===== config.mk =====
export PLATFORM = sky130hd
export DESIGN_NAME = morse_key_classifier
export DESIGN_NICKNAME = d
export VERILOG_FILES = /design/src/rtl/morse_key_classifier.sv
export SDC_FILE = /design/constraint.sdc
export NUM_CORES = 1
export LEC_CHECK = 0
export BUFFER_PORTS_ARGS = -buffer_cell sky130_fd_sc_hd__buf_2
export CAP_MARGIN = 20
export CELL_PAD_IN_SITES_DETAIL_PLACEMENT = 0
export CELL_PAD_IN_SITES_GLOBAL_PLACEMENT = 2
export CORE_ASPECT_RATIO = 1.2
export CORE_MARGIN = 1.5
export CORE_UTILIZATION = 36
export CTS_CLUSTER_SIZE = 20
export DETAILED_ROUTE_END_ITERATION = 6
export HOLD_SLACK_MARGIN = 0.1
export PLACE_DENSITY_LB_ADDON = 0.1
export SETUP_SLACK_MARGIN = 0.4
export SYNTH_ARGS = -nofsm -noshare
export SYNTH_HDL_FRONTEND = slang
export SYNTH_SLANG_ARGS = --single-unit
export TNS_END_PERCENT = 5

===== constraint.sdc =====
create_clock -name clk -period 1.8 [get_ports clk]
set_input_delay 0.18 -clock clk [delete_from_list [all_inputs] [get_ports clk]]
set_output_delay 0.18 -clock clk [all_outputs]
set_load 0.005 [all_outputs]

===== src/rtl/morse_key_classifier.sv =====
// Morse key front end: synchronizes and debounces the raw key, times presses and gaps in
// Morse units, and emits one-cycle dot/dash/character_break/space/etx pulses for char_encoder.
module morse_key_classifier #(
    parameter int unsigned UNIT_CYCLES     = 1000,
    parameter int unsigned DEBOUNCE_CYCLES = 16,
    parameter int unsigned DASH_MIN_UNITS  = 2,
    parameter int unsigned CHAR_GAP_UNITS  = 2,
    parameter int unsigned WORD_GAP_UNITS  = 5,
    parameter int unsigned ETX_UNITS       = 20
) (
    input  logic clk,
    input  logic rst_n,
    input  logic key,
    output logic dot,
    output logic dash,
    output logic character_break,
    output logic space,
    output logic etx
);

    localparam int unsigned PW = (UNIT_CYCLES > 1) ? $clog2(UNIT_CYCLES) : 1;
    localparam int unsigned DW = (DEBOUNCE_CYCLES > 0) ? $clog2(DEBOUNCE_CYCLES + 1) : 1;

    localparam logic [PW-1:0] PRESC_LAST = PW'(UNIT_CYCLES - 1);
    localparam logic [DW-1:0] DB_LAST    = DW'(DEBOUNCE_CYCLES - 1);
    localparam logic [4:0]    DASH_MIN   = 5'(DASH_MIN_UNITS);
    localparam logic [4:0]    CHAR_GAP   = 5'(CHAR_GAP_UNITS);
    localparam logic [4:0]    WORD_GAP   = 5'(WORD_GAP_UNITS);
    localparam logic [4:0]    ETX_LIMIT  = 5'(ETX_UNITS);
    localparam logic [4:0]    UNITS_MAX  = 5'd31;
    localparam logic [2:0]    SYM_MAX    = 3'd5;

    // Synchronizer
    logic key_meta;
    logic key_s;

    // Debouncer
    logic [DW-1:0] db_cnt_q;
    logic [DW-1:0] db_cnt_d;
    logic          key_db_q;
    logic          key_db_d;
    logic          key_db_prev_q;

    // Unit timer
    logic [PW-1:0] presc_q;
    logic [PW-1:0] presc_d;
    logic [4:0]    units_q;
    logic [4:0]    units_d;

    // Character tracking
    logic [2:0] sym_cnt_q;
    logic [2:0] sym_cnt_d;
    logic       word_open_q;
    logic       word_open_d;

    // Output pulse next-state
    logic dot_d;
    logic dash_d;
    logic char_break_d;
    logic space_d;
    logic etx_d;

    logic db_rise;
    logic db_fall;
    logic db_edge;

    always_ff @(posedge clk or negedge rst_n) begin
        if (!rst_n) begin
            key_meta <= 1'b0;
            key_s    <= 1'b0;
        end else begin
            key_meta <= key;
            key_s    <= key_meta;
        end
    end

    // A single agreeing cycle restarts the stability count.
    always_comb begin
        db_cnt_d = '0;
        key_db_d = key_db_q;
        if (key_s != key_db_q) begin
            if (db_cnt_q == DB_LAST) begin
                key_db_d = key_s;
            end else begin
                db_cnt_d = db_cnt_q + 1'b1;
            end
        end
    end

    always_ff @(posedge clk or negedge rst_n) begin
        if (!rst_n) begin
            db_cnt_q      <= '0;
            key_db_q      <= 1'b0;
            key_db_prev_q <= 1'b0;
        end else begin
            db_cnt_q      <= db_cnt_d;
            key_db_q      <= key_db_d;
            key_db_prev_q <= key_db_q;
        end
    end

    // The edge cycle is the first cycle with the new key_db value.
    assign db_rise = key_db_q & ~key_db_prev_q;
    assign db_fall = ~key_db_q & key_db_prev_q;
    assign db_edge = db_rise | db_fall;

    always_comb begin
        presc_d = presc_q;
        units_d = units_q;
        if (db_edge) begin
            presc_d = '0;
            units_d = '0;
        end else if (presc_q == PRESC_LAST) begin
            presc_d = '0;
            if (units_q != UNITS_MAX) begin
                units_d = units_q + 5'd1;
            end
        end else begin
            presc_d = presc_q + 1'b1;
        end
    end

    always_ff @(posedge clk or negedge rst_n) begin
        if (!rst_n) begin
            presc_q <= '0;
            units_q <= '0;
        end else begin
            presc_q <= presc_d;
            units_q <= units_d;
        end
    end

    // Classification; the edge/timeout branches are exclusive, so at most one pulse fires.
    always_comb begin
        dot_d        = 1'b0;
        dash_d       = 1'b0;
        char_break_d = 1'b0;
        space_d      = 1'b0;
        etx_d        = 1'b0;
        sym_cnt_d    = sym_cnt_q;
        word_open_d  = word_open_q;

        if (db_fall) begin
            if (units_q < DASH_MIN) begin
                dot_d = 1'b1;
            end else begin
                dash_d = 1'b1;
            end
            word_open_d = 1'b1;
            sym_cnt_d   = sym_cnt_q + 3'd1;
        end else if (db_rise) begin
            // Empty characters are never separated.
            if (sym_cnt_q != 3'd0) begin
                if (units_q >= WORD_GAP) begin
                    space_d = 1'b1;
                end else if (units_q >= CHAR_GAP) begin
                    char_break_d = 1'b1;
                end else if (sym_cnt_q == SYM_MAX) begin
                    // Force a break so a character never exceeds five symbols.
                    char_break_d = 1'b1;
                end
                if (space_d || char_break_d) begin
                    sym_cnt_d = 3'd0;
                end
            end
        end else if (!key_db_q && word_open_q && (units_q == ETX_LIMIT)) begin
            etx_d       = 1'b1;
            word_open_d = 1'b0;
            sym_cnt_d   = 3'd0;
        end
    end

    always_ff @(posedge clk or negedge rst_n) begin
        if (!rst_n) begin
            sym_cnt_q       <= 3'd0;
            word_open_q     <= 1'b0;
            dot             <= 1'b0;
            dash            <= 1'b0;
            character_break <= 1'b0;
            space           <= 1'b0;
            etx             <= 1'b0;
        end else begin
            sym_cnt_q       <= sym_cnt_d;
            word_open_q     <= word_open_d;
            dot             <= dot_d;
            dash            <= dash_d;
            character_break <= char_break_d;
            space           <= space_d;
            etx             <= etx_d;
        end
    end

endmodule

==> results by stage, run 1 <==
Outcome:
- The flow ran to the end, and the final reports show no timing, DRC or antenna violations.

Hold path:
- The hold path depth is 0.
- The tightest min-delay check is of the register to register type.
- The terminating pin of the worst hold path is key_s$_DFF_PN0_.
- The hold path startpoint is key_meta$_DFF_PN0_.

STA:
- The number of hold-slack violations in the final timing report came to 0.
- The maximum frequency from static timing analysis is 602 MHz.
- The share of the clock period used by the worst path after layout is 0.923.
- At the pin with the least slew margin, the transition time is between 0.7 and 0.8 ns.
- The post-layout worst setup margin is 0.139 ns.
- The worst path in the final design needs a cycle of between 1.5 and 2 ns, including I/O delays and setup.
- The total count of max-transition violations in the final report came to 0.
- After routing, the total negative slack on setup checks comes to 0 ns.
- The worst slew slack as a fraction of its limit is 0.514.
- Setup repair after global routing could not meet its margin everywhere.
- The worst-case clock skew is 0.00724 ns.
- The final-report setup violation count is 0.

Cells and area:
- In the final design database the tool counted 186 nets.
- The sequential cell area is 828 µm².
- The non-filler instance count after layout is between 200 and 250.
- The fraction of layout cells with a size suffix above 1 is 0.205.
- The repair_antennas step left the layout with diodes totalling 0.
- Counting the fill cells in the layout gives 424.
- Summing all multi-input logic gate instances after layout gives 797 µm².
- Once layout is done, the placed cells without fillers occupy slightly below 0.002 mm².
- The area growth from synthesis to layout is 17.8%.

Drt:
- The detailed router placed about 1,100 vias in this run.
- For this run, design rule violations remaining after detail routing come to 0.
- The total wire length after detailed routing is just under 3000 µm.
- The final antenna-violating net count is 0.
- The first routing iteration left 27 violations.
- The first TritonRoute pass finished after 4 iterations.
- In the final routed layout, each cell accounts on average for 12.9 µm.
- After detailed routing, the number of vias per cell comes to between 4 and 5.

Setup path:
- The endpoint of the lowest-slack register-to-register path is units_q[1]$_DFFE_PN0P_.
- The origin of the critical flop-to-flop path is units_q[1]$_DFFE_PN0P_.
- On the worst path, the slowest cell contributes a delay of roughly 0.44 ns.
- STA classifies the critical path startpoint as a register.
- The setup slack of the worst register-to-register path is approximately 0.14 ns.
- The worst endpoint required time is 1.96 ns.
- Grouping stages by cell kind, the critical path spends the most delay in simple AND/OR/NAND/NOR gates.
- The setup path with the least slack is of type register to register.
- The number of cells on the worst reg-to-reg path is 6.
- Data arrives at the worst endpoint at between 1.5 and 2 ns.
- Together, buffers and inverters on the worst path number 0.
- Of all nets on the critical path, the largest fanout is 4.
- The cell with the biggest individual delay on the critical path is sky130_fd_sc_hd__dfrtp_2.
- The critical path goes through ha_4, and3_4, ha_4, nor4_4, mux2i_1, nor2_1.
- STA classifies the critical path endpoint as a register.
- The dominant cell type by count on the critical path is sky130_fd_sc_hd__ha_4.

GRT:
- For met3 alone, demand over resource in global routing was 0.0440.
- The initial antenna violation count is 0.
- Entering global routing, the biggest net connects 34 pins.
- For this run, global-route usage on met1 was measured as 0.157.
- The fraction of met2 tracks used by global routing is 0.235.
- The all-layer global routing usage is 0.139.
- For this run the aggregate overflow at the end of global routing stands at 0.
- The first-pass GRT wire length is between 5000 and 6000 µm.
- The via count of the first global-routing pass is 1,183.
- The highest-utilization routing layer at the global route stage is met2.

Place:
- The count of buffers added on input and output ports is 7.
- In this run, placement finished with an instance count of 212.
- At the end of routability-driven placement, the weighted congestion stood at between 0.7 and 0.8.
- Prior to clock tree synthesis, the placed netlist has a worst setup slack of just under 0.06 ns.
- Detailed placement ended at an HPWL of 2120 µm.
- In this run the cell area measured after placement is 0.00178 mm².

Yosys:
- The post-synthesis average cell area is approximately 11 µm².
- sky130_fd_sc_hd__dfrtp_1 takes more of the synthesized area than any other cell.
- Counting every instance in the synthesized netlist gives 148.
- Synthesis inferred 33 register bits.
- The register area share after synthesis is 0.505.
- The count of yosys warnings during synthesis is 0.
- For this run, asynchronously set or reset flops after synthesis account for 1.00.
- The net count after synthesis is 164.
- Of the post-synthesis cell area, the dominant cell type holds 0.505.
- In the synthesized netlist the dominant register cell turns out to be sky130_fd_sc_hd__dfrtp_1.
- Ranked by instance count, the synthesized netlist is headed by sky130_fd_sc_hd__dfrtp_1, sky130_fd_sc_hd__nor2_1, sky130_fd_sc_hd__ha_1.
- Synthesis instantiated 35 different standard cells from the library.
- Counting flops with a built-in enable in the synthesized netlist gives 0.
- The synthesized netlist occupies a cell area of roughly 0.0016 mm².
- The most common cell in the synthesized netlist is sky130_fd_sc_hd__dfrtp_1.
- Yosys attributes the largest share of cell area to sky130_fd_sc_hd__dfrtp_1, sky130_fd_sc_hd__ha_1, sky130_fd_sc_hd__nor2_1.

Power:
- The power density over cell area is 833 mW/mm².
- Summed over all cells, the static leakage comes to around 0.92 nW.
- The peak ir drop on the vdd network is 432 µV.
- The total power draw is about 1.6 mW.

Clocking:
- The CTS sink count is 33.
- TritonCTS built the clock tree.
- The clock-pin transition on the worst setup and hold timing paths is approximately 0.070 ns.
- The cell at the root of the clock tree is sky130_fd_sc_hd__clkbuf_8.
- The maximum level of the CTS H-tree is 2.
- The clock buffer count from CTS is 5.
- Counting along the longest clock path gives a buffer depth of 2.
- The insertion delay to the later sink of the worst-skew pair is about 0.28 ns.

Floorplanning:
- The floorplan has 26 rows.
- The width of the die is approximately 65 µm.
- The die is 76.8 µm tall.
- The number of placed I/O pins is 8.
- The area of the die is around 0.005 mm².
- The floorplan step defined a core boundary enclosing 0.00433 mm².
- The effective utilization at floorplan is 0.378.

Run:
- The max-capacitance violation count is 0.
-- metrics by stage --
stage	hold slack, ns	util
after floorplan	-0.116	-
final	0.355	0.445
after CTS	0.362	0.445
after global routing	0.357	0.445
after global placement	0.283	0.412
after detailed placement	0.289	0.412
-- worst reg2reg max path, delay by kind of cell, from the launching register on --
kind	cells	cell delay, ns
flip-flops	1	0.44
multiplexers	1	0.22
AND/OR/NAND/NOR	3	0.56
adder cells (fa/ha/maj)	2	0.33
-- what timing repair did --
item | in CTS | in global routing
setup endpoints to repair | 19 | 19
pin swaps | 1 | 0
endpoints found under the hold margin | 34 | 0
hold buffers | 2 | 0
gates cloned | 0 | 0
resized for setup | 2 | 0
buffers inserted | 5 | 0
-- cell usage in the layout (no fill, tap or decap), drive strengths merged, types with 3 or more instances in the layout --
cell type,count
nor2,20
xor2,6
o21ai,6
ha,13
xnor2,6
and3,3
nand3,6
dfrtp,33
clkbuf,6
inv,11
mux2i,4
and2,3
nor4,4
nor3,3
buf,14
nand2,10
-- kinds of logic (layout without fill, tap and decap cells) --
kind of cell	Yosys count	count (layout)	share of synthesized area
AND/OR/NAND/NOR	59	59	0.213
multiplexers	4	4	0.0245
XOR/XNOR	12	12	0.0643
AO/OA/AOI/OAI	15	15	0.0650
flip-flops	33	33	0.505
buffers and inverters	12	35	0.0283
adder cells (fa/ha/maj)	13	13	0.0995
-- final cells by class --
| type | instances | area share |
|---|---|---|
| clock buffer | 6 | 0.0377 |
| clock inverter | 2 | 0.00519 |
| inverter | 11 | 0.0214 |
| multi-input combinational | 103 | 0.414 |
| sequential | 33 | 0.430 |
| tap | 56 | 0.0364 |
| timing repair buffer | 16 | 0.0558 |
-- where the power goes --
part	switching, mW	leakage [nW]	total [mW]	internal [mW]
clock	0.262	0.0450	0.530	0.268
sequential	0.106	0.436	0.918	0.811
combinational	0.0832	0.442	0.157	0.0741
-- how the worst max path moves through the flow --
stage / start / end / cells after the start / slack [ns]
6_report: units_q[1]$_DFFE_PN0P_ / units_q[1]$_DFFE_PN0P_ / 6 / 0.14
3_3_place_gp: key_db_q$_DFFE_PN0P_ / sym_cnt_q[2]$_DFFE_PN0P_ / 5 / 0.08
3_5_place_dp: key_db_q$_DFFE_PN0P_ / sym_cnt_q[2]$_DFFE_PN0P_ / 5 / 0.06
5_1_grt: units_q[0]$_DFFE_PN0P_ / units_q[3]$_DFFE_PN0P_ / 7 / 0.03
4_1_cts: units_q[1]$_DFFE_PN0P_ / units_q[4]$_DFFE_PN0P_ / 6 / 0.13
2_1_floorplan: units_q[1]$_DFFE_PN0P_ / units_q[1]$_DFFE_PN0P_ / 6 / 0.18
-- state kept, by name, indices dropped and copies added (netlist names), 3 cells and up --
signal and flops:
db_cnt_q 5, presc_q 10, sym_cnt_q 3, units_q 5
-- layer usage --
metal  part of all wire  wire length [µm]
met1               0.43              1260
met2               0.52              1540
met3              0.026                77
met4              0.022                65
met5                  0                 0
No activity file was read; power rests on OpenSTA's default activity.
==> run 2, diff against run 1 <==
==> constraint.sdc (replaced) <==
create_clock -name clk -period 1.8 [get_ports clk]
set_input_delay 0.54 -clock clk [delete_from_list [all_inputs] [get_ports clk]]
set_output_delay 0.54 -clock clk [all_outputs]
set_load 0.005 [all_outputs]
==> run 2 against run 1 <==
- routed wire length rose by 1.6%
- power rose by 1.5%
- highest routed layer unchanged
- cell area rose by 3.4%
- clock power barely moved
- largest power group unchanged
==> results by stage, run 2 (same netlist as run 1, synthesis figures left out) <==
STA:
- RSZ-0062 raised after global routing: yes (unchanged).
- The final sum of negative setup slack is 0 ns (unchanged).
- The final-report setup violation count is 0 (unchanged).
- The share of the clock period used by the worst path after layout was 0.939 (was 0.923).
- The total count of max-transition violations in the final report came to 0 (unchanged).
- The worst slew slack as a fraction of its limit is 0.732 (was 0.514).
- The maximum frequency from static timing analysis is 592 MHz (was 602 MHz).
- The worst-margin pin slew is 0.402 ns (was 0.729 ns).
- The post-layout worst setup margin is 0.110 ns (was 0.139 ns).
- The number of hold-slack violations in the final timing report is 0 (unchanged).
- The clock period minus final worst setup slack is 1.69 ns (was 1.66 ns).
- The final hold slack was 0.179 ns (was 0.355 ns).
- The worst-case clock skew was 0.00223 ns (was 0.00724 ns).

Setup path:
- The element type at the critical path start is a register (unchanged).
- The worst endpoint required time was 1.96 ns (about the same).
- The endpoint of the lowest-slack register-to-register path is units_q[1]$_DFFE_PN0P_ (unchanged).
- The setup slack of the worst register-to-register path came to 0.11 ns (was 0.14 ns).
- The number of cells on the worst reg-to-reg path came to 6 (unchanged).
- The critical path startpoint is units_q[0]$_DFFE_PN0P_ (was units_q[1]$_DFFE_PN0P_).
- The endpoint arrival time on the critical path is 1.85 ns (was 1.82 ns).
- The top fanout value on the critical path was 5 (was 4).
- The startpoint-to-endpoint class of the critical path is register to register (unchanged).
- The destination of the critical timing path is units_q[1]$_DFFE_PN0P_ (unchanged).
- The endpoint kind of the worst setup timing path is a register (unchanged).
- The origin of the critical flop-to-flop path is units_q[0]$_DFFE_PN0P_ (was units_q[1]$_DFFE_PN0P_).

Place:
- The placed cell count is 215 (was 212).
- The placed wire-length estimate after detailed placement is 2170 µm (was 2120 µm).
- The number of input and output port buffers inserted is 7 (unchanged).
- The standard cell area after detailed placement is 0.00182 mm² (was 0.00178 mm²).
- The worst slack at placement was 0.0553 ns (was 0.0578 ns).
- The routability congestion estimate from global placement was 0.723 (was 0.774).

Drt:
- The number of DRC markers in iteration 0 came to 19 (was 27).
- The final antenna-violating net count was 0 (unchanged).
- The number of detailed-routing iterations run before antenna repair is 4 (unchanged).
- The routed wire length per instance is 13.0 µm (was 12.9 µm).
- The total wire length after detailed routing was 2980 µm (was 2930 µm).
- The detail-routed via count per cell is 4.93 (was 4.85).
- The via count is 1,128 (was 1,100).
- The DRC violation count after routing is 0 (unchanged).

Clocking:
- The CTS sink count came to 33 (unchanged).
- The TritonCTS clock tree is done (unchanged).
- The maximum level of the CTS H-tree is 2 (unchanged).
- The clock tree buffer depth is 2 (unchanged).
- The hold buffer count at cts was 0 (was 2).
- The clock-pin transition on the worst setup and hold timing paths is 0.07 ns (about the same).
- The insertion delay to the later sink of the worst-skew pair came to 0.28 ns (about the same).
- The clock buffer count from CTS is 5 (unchanged).
- The cell at the root of the clock tree is sky130_fd_sc_hd__clkbuf_8 (unchanged).

Cells and area:
- The non-filler instance count after layout was 229 (was 227).
- Commonest non-fill, non-tap cells in the layout: sky130_fd_sc_hd__dfrtp_1, sky130_fd_sc_hd__nor2_1, sky130_fd_sc_hd__nand2_1, sky130_fd_sc_hd__buf_4, sky130_fd_sc_hd__inv_1 (was sky130_fd_sc_hd__dfrtp_1, sky130_fd_sc_hd__nor2_1, sky130_fd_sc_hd__inv_1).
- The register with the most flip-flops is presc_q (unchanged).
- The post-route standard cell area excluding fillers is 0.00199 mm² (was 0.00193 mm²).
- The number of filler instances in the final layout came to 433 (was 424).
- The area growth from synthesis to layout is 21.9% (was 17.8%).
- The commonest non-fill, non-tap cell in the layout is sky130_fd_sc_hd__dfrtp_1 (unchanged).
- The fraction of layout cells with a size suffix above 1 is 0.301 (was 0.205).
- The flip-flop count of the largest register after layout is 10 (unchanged).
- The antenna diode count is 0 (unchanged).
- The final layout net count was 188 (was 186).
- Biggest registers after layout: presc_q: 10 flops, db_cnt_q: 5 flops, units_q: 5 flops (unchanged).
- The core utilization of the finished layout is 0.461 (was 0.445).

Outcome:
- Run status: finished, final reports clean (unchanged).

Power:
- The peak ir drop on the vdd network is 537 µV (was 432 µV).
- The total power draw is 1.63 mW (was 1.60 mW).
- The power density over cell area came to 818 mW/mm² (was 833 mW/mm²).
- The static power due to leakage came to 0.921 nW (was 0.923 nW).

GRT:
- The via count of the first global-routing pass was 1,171 (was 1,183).
- The remaining global-route overflow is 0 (unchanged).
- The first-pass GRT wire length was 5380 µm (was 5240 µm).
- The all-layer global routing usage came to 0.143 (was 0.139).
- The initial antenna violation count is 0 (unchanged).
- The pin count of the biggest net entering global routing is 19 (was 34).

Floorplanning:
- The number of placed I/O pins is 8 (unchanged).
- The core area is 0.00433 mm² (unchanged).
- The width of the die came to 64.5 µm (unchanged).
- The total number of placement rows is 26 (unchanged).
- The effective utilization at floorplan is 0.378 (unchanged).
- The area of the die was 0.00496 mm² (unchanged).
- The vertical die dimension is 76.8 µm (unchanged).

Run:
- The max-capacitance violation count is 0 (unchanged).

Hold path:
- The type of the tightest min-delay check is input pin to async pin (was register to register).
==> run 2: cell types whose count changed in the layout (fill, tap and decap cells not counted), sizes merged <==
cell / previous run / this run
buf: 14 / 18
dlygate4sd3: 2 / 0
==> run 2: layout make-up <==
type / instances / area, µm² / area share
Inverter: 11 / 41.3 / 0.0207
Timing Repair Buffer: 18 / 130 / 0.0653
Multi-Input combinational cell: 103 / 837 / 0.420
Tap cell: 56 / 70.1 / 0.0352
Clock inverter: 2 / 10.0 / 0.00502
Sequential cell: 33 / 832 / 0.417
Clock buffer: 6 / 72.6 / 0.0364
==> run 2: how the worst min path moves through the flow <==
stage / start / end / cells after the start
floorplan: rst_n / character_break$_DFF_PN0_ / 0
global placement: key_meta$_DFF_PN0_ / key_s$_DFF_PN0_ / 0
detailed placement: key_meta$_DFF_PN0_ / key_s$_DFF_PN0_ / 0
CTS: rst_n / key_db_q$_DFFE_PN0P_ / 1
global route: rst_n / db_cnt_q[1]$_DFF_PN0_ / 1
finish: rst_n / key_db_q$_DFFE_PN0P_ / 1
==> run 2: worst max-delay path, stage by stage (launching register included) <==
cell                      delay (ns)
sky130_fd_sc_hd__dfrtp_2        0.45
sky130_fd_sc_hd__ha_4           0.17
sky130_fd_sc_hd__and3_4         0.18
sky130_fd_sc_hd__ha_4           0.16
sky130_fd_sc_hd__nor4_4         0.31
sky130_fd_sc_hd__mux2i_1        0.24
sky130_fd_sc_hd__nor2_1         0.06
==> run 2: where the power goes <==
group | internal (mW) | switching [mW] | leakage [nW]
Combinational | 0.0881 | 0.0868 | 0.445
Clock | 0.268 | 0.262 | 0.0450
Sequential | 0.811 | 0.113 | 0.431
==> run 2: what timing repair did <==
action                     4_1_cts  5_1_grt
setup buffers                    3        3
setup endpoints to repair       19       22
pin swaps                        1       19
resized for setup                0       19
==> run 2: metal layers <==
layer	part of all wire	track usage	vias to the layer above	routed length (µm)
met3	0.026	0.0440	8	77
li1	-	-	554	-
met1	0.43	0.162	554	1280
met5	0	0	-	0
met2	0.52	0.242	12	1550
met4	0.027	0.0702	0	80
==> run 3, diff against run 2 <==
CORE_UTILIZATION = 40   (was 36)
clock period = 1.9 ns   (was 1.8 ns; I/O delays follow)
==> run 3 against run 2 <==
- hold slack better by 0.051 ns
- sequential share of layout area up 2.7 points
- fmax down 2.9%
- count of clock-buffer cells in the layout down 1
- routed wire length down 4.4%
- critical path type unchanged
- critical endpoint is now sym_cnt_q[2]$_DFFE_PN0P_
==> results by stage, run 3 (same netlist as run 1, synthesis figures left out) <==
Outcome:
- Run status: finished, final reports clean (unchanged).

Drt:
- The via count is 1,073 (was 1,128).
- The total wire length after detailed routing is 2850 µm (was 2980 µm).
- The routed wire length per instance is 13.1 µm (was 13.0 µm).
- The number of DRC markers in iteration 0 is 39 (was 19).
- The number of detailed-routing iterations run before antenna repair is 3 (was 4).
- The final antenna-violating net count came to 0 (unchanged).
- The DRC violation count after routing is 0 (unchanged).
- The detail-routed via count per cell is 4.92 (was 4.93).

Setup path:
- The startpoint-to-endpoint class of the critical path is register to register (unchanged).
- The endpoint of the lowest-slack register-to-register path is sym_cnt_q[2]$_DFFE_PN0P_ (was units_q[1]$_DFFE_PN0P_).
- The worst endpoint required time is 2.07 ns (was 1.96 ns).
- The setup slack of the worst register-to-register path came to 0.16 ns (was 0.11 ns).
- The top fanout value on the critical path is 5 (unchanged).
- The endpoint arrival time on the critical path is 1.91 ns (was 1.85 ns).
- The destination of the critical timing path was sym_cnt_q[2]$_DFFE_PN0P_ (was units_q[1]$_DFFE_PN0P_).
- The origin of the critical flop-to-flop path was key_db_q$_DFFE_PN0P_ (was units_q[0]$_DFFE_PN0P_).
- The critical path startpoint is key_db_q$_DFFE_PN0P_ (was units_q[0]$_DFFE_PN0P_).
- The endpoint kind of the worst setup timing path is a register (unchanged).
- The number of cells on the worst reg-to-reg path is 5 (was 6).
- The element type at the critical path start is a register (unchanged).

Floorplanning:
- The total number of placement rows was 25 (was 26).
- The number of placed I/O pins came to 8 (unchanged).
- The effective utilization at floorplan is 0.415 (was 0.378).
- The width of the die came to 61.4 µm (was 64.5 µm).
- The area of the die is 0.00448 mm² (was 0.00496 mm²).
- The vertical die dimension came to 73.0 µm (was 76.8 µm).
- The core area came to 0.00394 mm² (was 0.00433 mm²).

GRT:
- The all-layer global routing usage was 0.148 (was 0.143).
- The highest-utilization routing layer at the global route stage is met2 (unchanged).
- The fraction of met2 tracks used by global routing came to 0.239 (was 0.242).
- The initial antenna violation count was 0 (unchanged).
- The pin count of the biggest net entering global routing is 22 (was 19).
- The via count of the first global-routing pass is 1,040 (was 1,171).
- The first-pass GRT wire length is 4820 µm (was 5380 µm).
- The fraction of met1 tracks used by global routing is 0.177 (was 0.162).
- The routing usage on met3 was 0.0426 (was 0.0440).
- The remaining global-route overflow is 0 (unchanged).

Cells and area:
- The register with the most flip-flops was presc_q (unchanged).
- Biggest registers after layout: presc_q: 10 flops, db_cnt_q: 5 flops, units_q: 5 flops (unchanged).
- Commonest non-fill, non-tap cells in the layout: sky130_fd_sc_hd__dfrtp_1, sky130_fd_sc_hd__nor2_1, sky130_fd_sc_hd__inv_1, sky130_fd_sc_hd__ha_1, sky130_fd_sc_hd__nand2_1 (was sky130_fd_sc_hd__dfrtp_1, sky130_fd_sc_hd__nor2_1, sky130_fd_sc_hd__nand2_1, sky130_fd_sc_hd__buf_4, sky130_fd_sc_hd__inv_1).
- The fraction of layout cells with a size suffix above 1 is 0.177 (was 0.301).
- The commonest non-fill, non-tap cell in the layout is sky130_fd_sc_hd__dfrtp_1 (unchanged).
- The area growth from synthesis to layout is 14.1% (was 21.9%).
- The non-filler instance count after layout was 218 (was 229).
- The sequential cell area is 828 µm² (was 832 µm²).
- The area occupied by multi-input gates was 792 µm² (was 837 µm²).
- The antenna diode count is 0 (unchanged).
- The number of filler instances in the final layout is 405 (was 433).
- The final layout net count is 179 (was 188).
- The core utilization of the finished layout is 0.473 (was 0.461).
- The post-route standard cell area excluding fillers is 0.00187 mm² (was 0.00199 mm²).
- The flip-flop count of the largest register after layout was 10 (unchanged).

Place:
- The number of input and output port buffers inserted is 7 (unchanged).
- The placed wire-length estimate after detailed placement is 2080 µm (was 2170 µm).
- The standard cell area after detailed placement is 0.00178 mm² (was 0.00182 mm²).
- The placed cell count came to 210 (was 215).
- The routability congestion estimate from global placement is 0.764 (was 0.723).

Power:
- The power density over cell area is 818 mW/mm² (about the same).
- The static power due to leakage is 0.889 nW (was 0.921 nW).
- The peak ir drop on the vdd network is 508 µV (was 537 µV).

Clocking:
- The CTS sink count was 33 (unchanged).
- The hold buffer count at cts was 0 (unchanged).
- The setup fix buffers added after clock tree synthesis is 0 (was 3).
- The clock-pin transition on the worst setup and hold timing paths was 0.07 ns (about the same).
- The maximum level of the CTS H-tree came to 2 (unchanged).
- The clock tree buffer depth is 2 (unchanged).
- The insertion delay to the later sink of the worst-skew pair is 0.28 ns (about the same).
- The post-cts gate resize count was 0 (unchanged).
- The TritonCTS clock tree is done (unchanged).
- The clock buffer count from CTS came to 5 (unchanged).
- The cell at the root of the clock tree is sky130_fd_sc_hd__clkbuf_8 (unchanged).

STA:
- The total count of max-transition violations in the final report is 0 (unchanged).
- The clock period minus final worst setup slack came to 1.74 ns (was 1.69 ns).
- The share of the clock period used by the worst path after layout is 0.916 (was 0.939).
- The worst-case clock skew is 0.00432 ns (was 0.00223 ns).
- The maximum frequency from static timing analysis is 575 MHz (was 592 MHz).
- RSZ-0062 raised after global routing: yes (unchanged).
- The final-report setup violation count is 0 (unchanged).
- The final sum of negative setup slack is 0 ns (unchanged).
- The worst-margin pin slew is 0.455 ns (was 0.402 ns).
- The number of hold-slack violations in the final timing report is 0 (unchanged).
- The final hold slack was 0.231 ns (was 0.179 ns).
- The worst slew slack as a fraction of its limit is 0.696 (was 0.732).

Run:
- The max-capacitance violation count is 0 (unchanged).

Hold path:
- The type of the tightest min-delay check is input pin to async pin (unchanged).
[run 3: layout make-up]
cell class,count,share of cell area
clock buffer,5,0.0369
clock inverter,3,0.00939
inverter,11,0.0221
multi-input combinational,103,0.425
sequential,33,0.444
tap,54,0.0362
timing repair buffer,9,0.0268
[run 3: through the flow]
step	setup WS (ns)	total power [mW]
floorplan	0.280	0.983
global placement	0.171	1.02
detailed placement	0.167	1.03
CTS	0.150	1.55
global route	0.0624	1.62
finish	0.160	1.53
[run 3: power by group]
part	total [mW]	leakage (nW)	internal, mW	switching [mW]
logic	0.147	0.409	0.0687	0.0779
registers	0.869	0.436	0.769	0.101
clock network	0.510	0.0439	0.252	0.258
total	1.53	0.889	1.09	0.436
[run 3: what timing repair did]
| action | CTS | global route |
|---|---|---|
| endpoints found under the setup margin | 9 | 18 |
| endpoints found under the hold margin | 0 | 0 |
| pin swaps | 0 | 0 |
[run 3: worst min path at each step]
stage                            start  slack, ns  cells after the start                         to
floorplan                        rst_n       0.27                      0  character_break$_DFF_PN0_
global placement    key_meta$_DFF_PN0_       0.34                      0            key_s$_DFF_PN0_
detailed placement  key_meta$_DFF_PN0_       0.35                      0            key_s$_DFF_PN0_
CTS                              rst_n       0.25                      1   sym_cnt_q[0]$_DFFE_PN0P_
global route                     rst_n       0.27                      1   sym_cnt_q[1]$_DFFE_PN0P_
finish                           rst_n       0.23                      1   sym_cnt_q[0]$_DFFE_PN0P_
[run 3: layer usage]
metal / routed length (µm) / share of wire
met5: 0 / 0
met4: 25 / 0.0088
met3: 69 / 0.024
met2: 1440 / 0.51
met1: 1310 / 0.46
[run 3: worst max-delay path: stages, from the launching register on]
cell and delay (ns):
sky130_fd_sc_hd__dfrtp_1 0.43, sky130_fd_sc_hd__ha_1 0.26, sky130_fd_sc_hd__and3b_1 0.18, sky130_fd_sc_hd__a41o_1 0.23
sky130_fd_sc_hd__a21o_2 0.23, sky130_fd_sc_hd__a211o_1 0.29
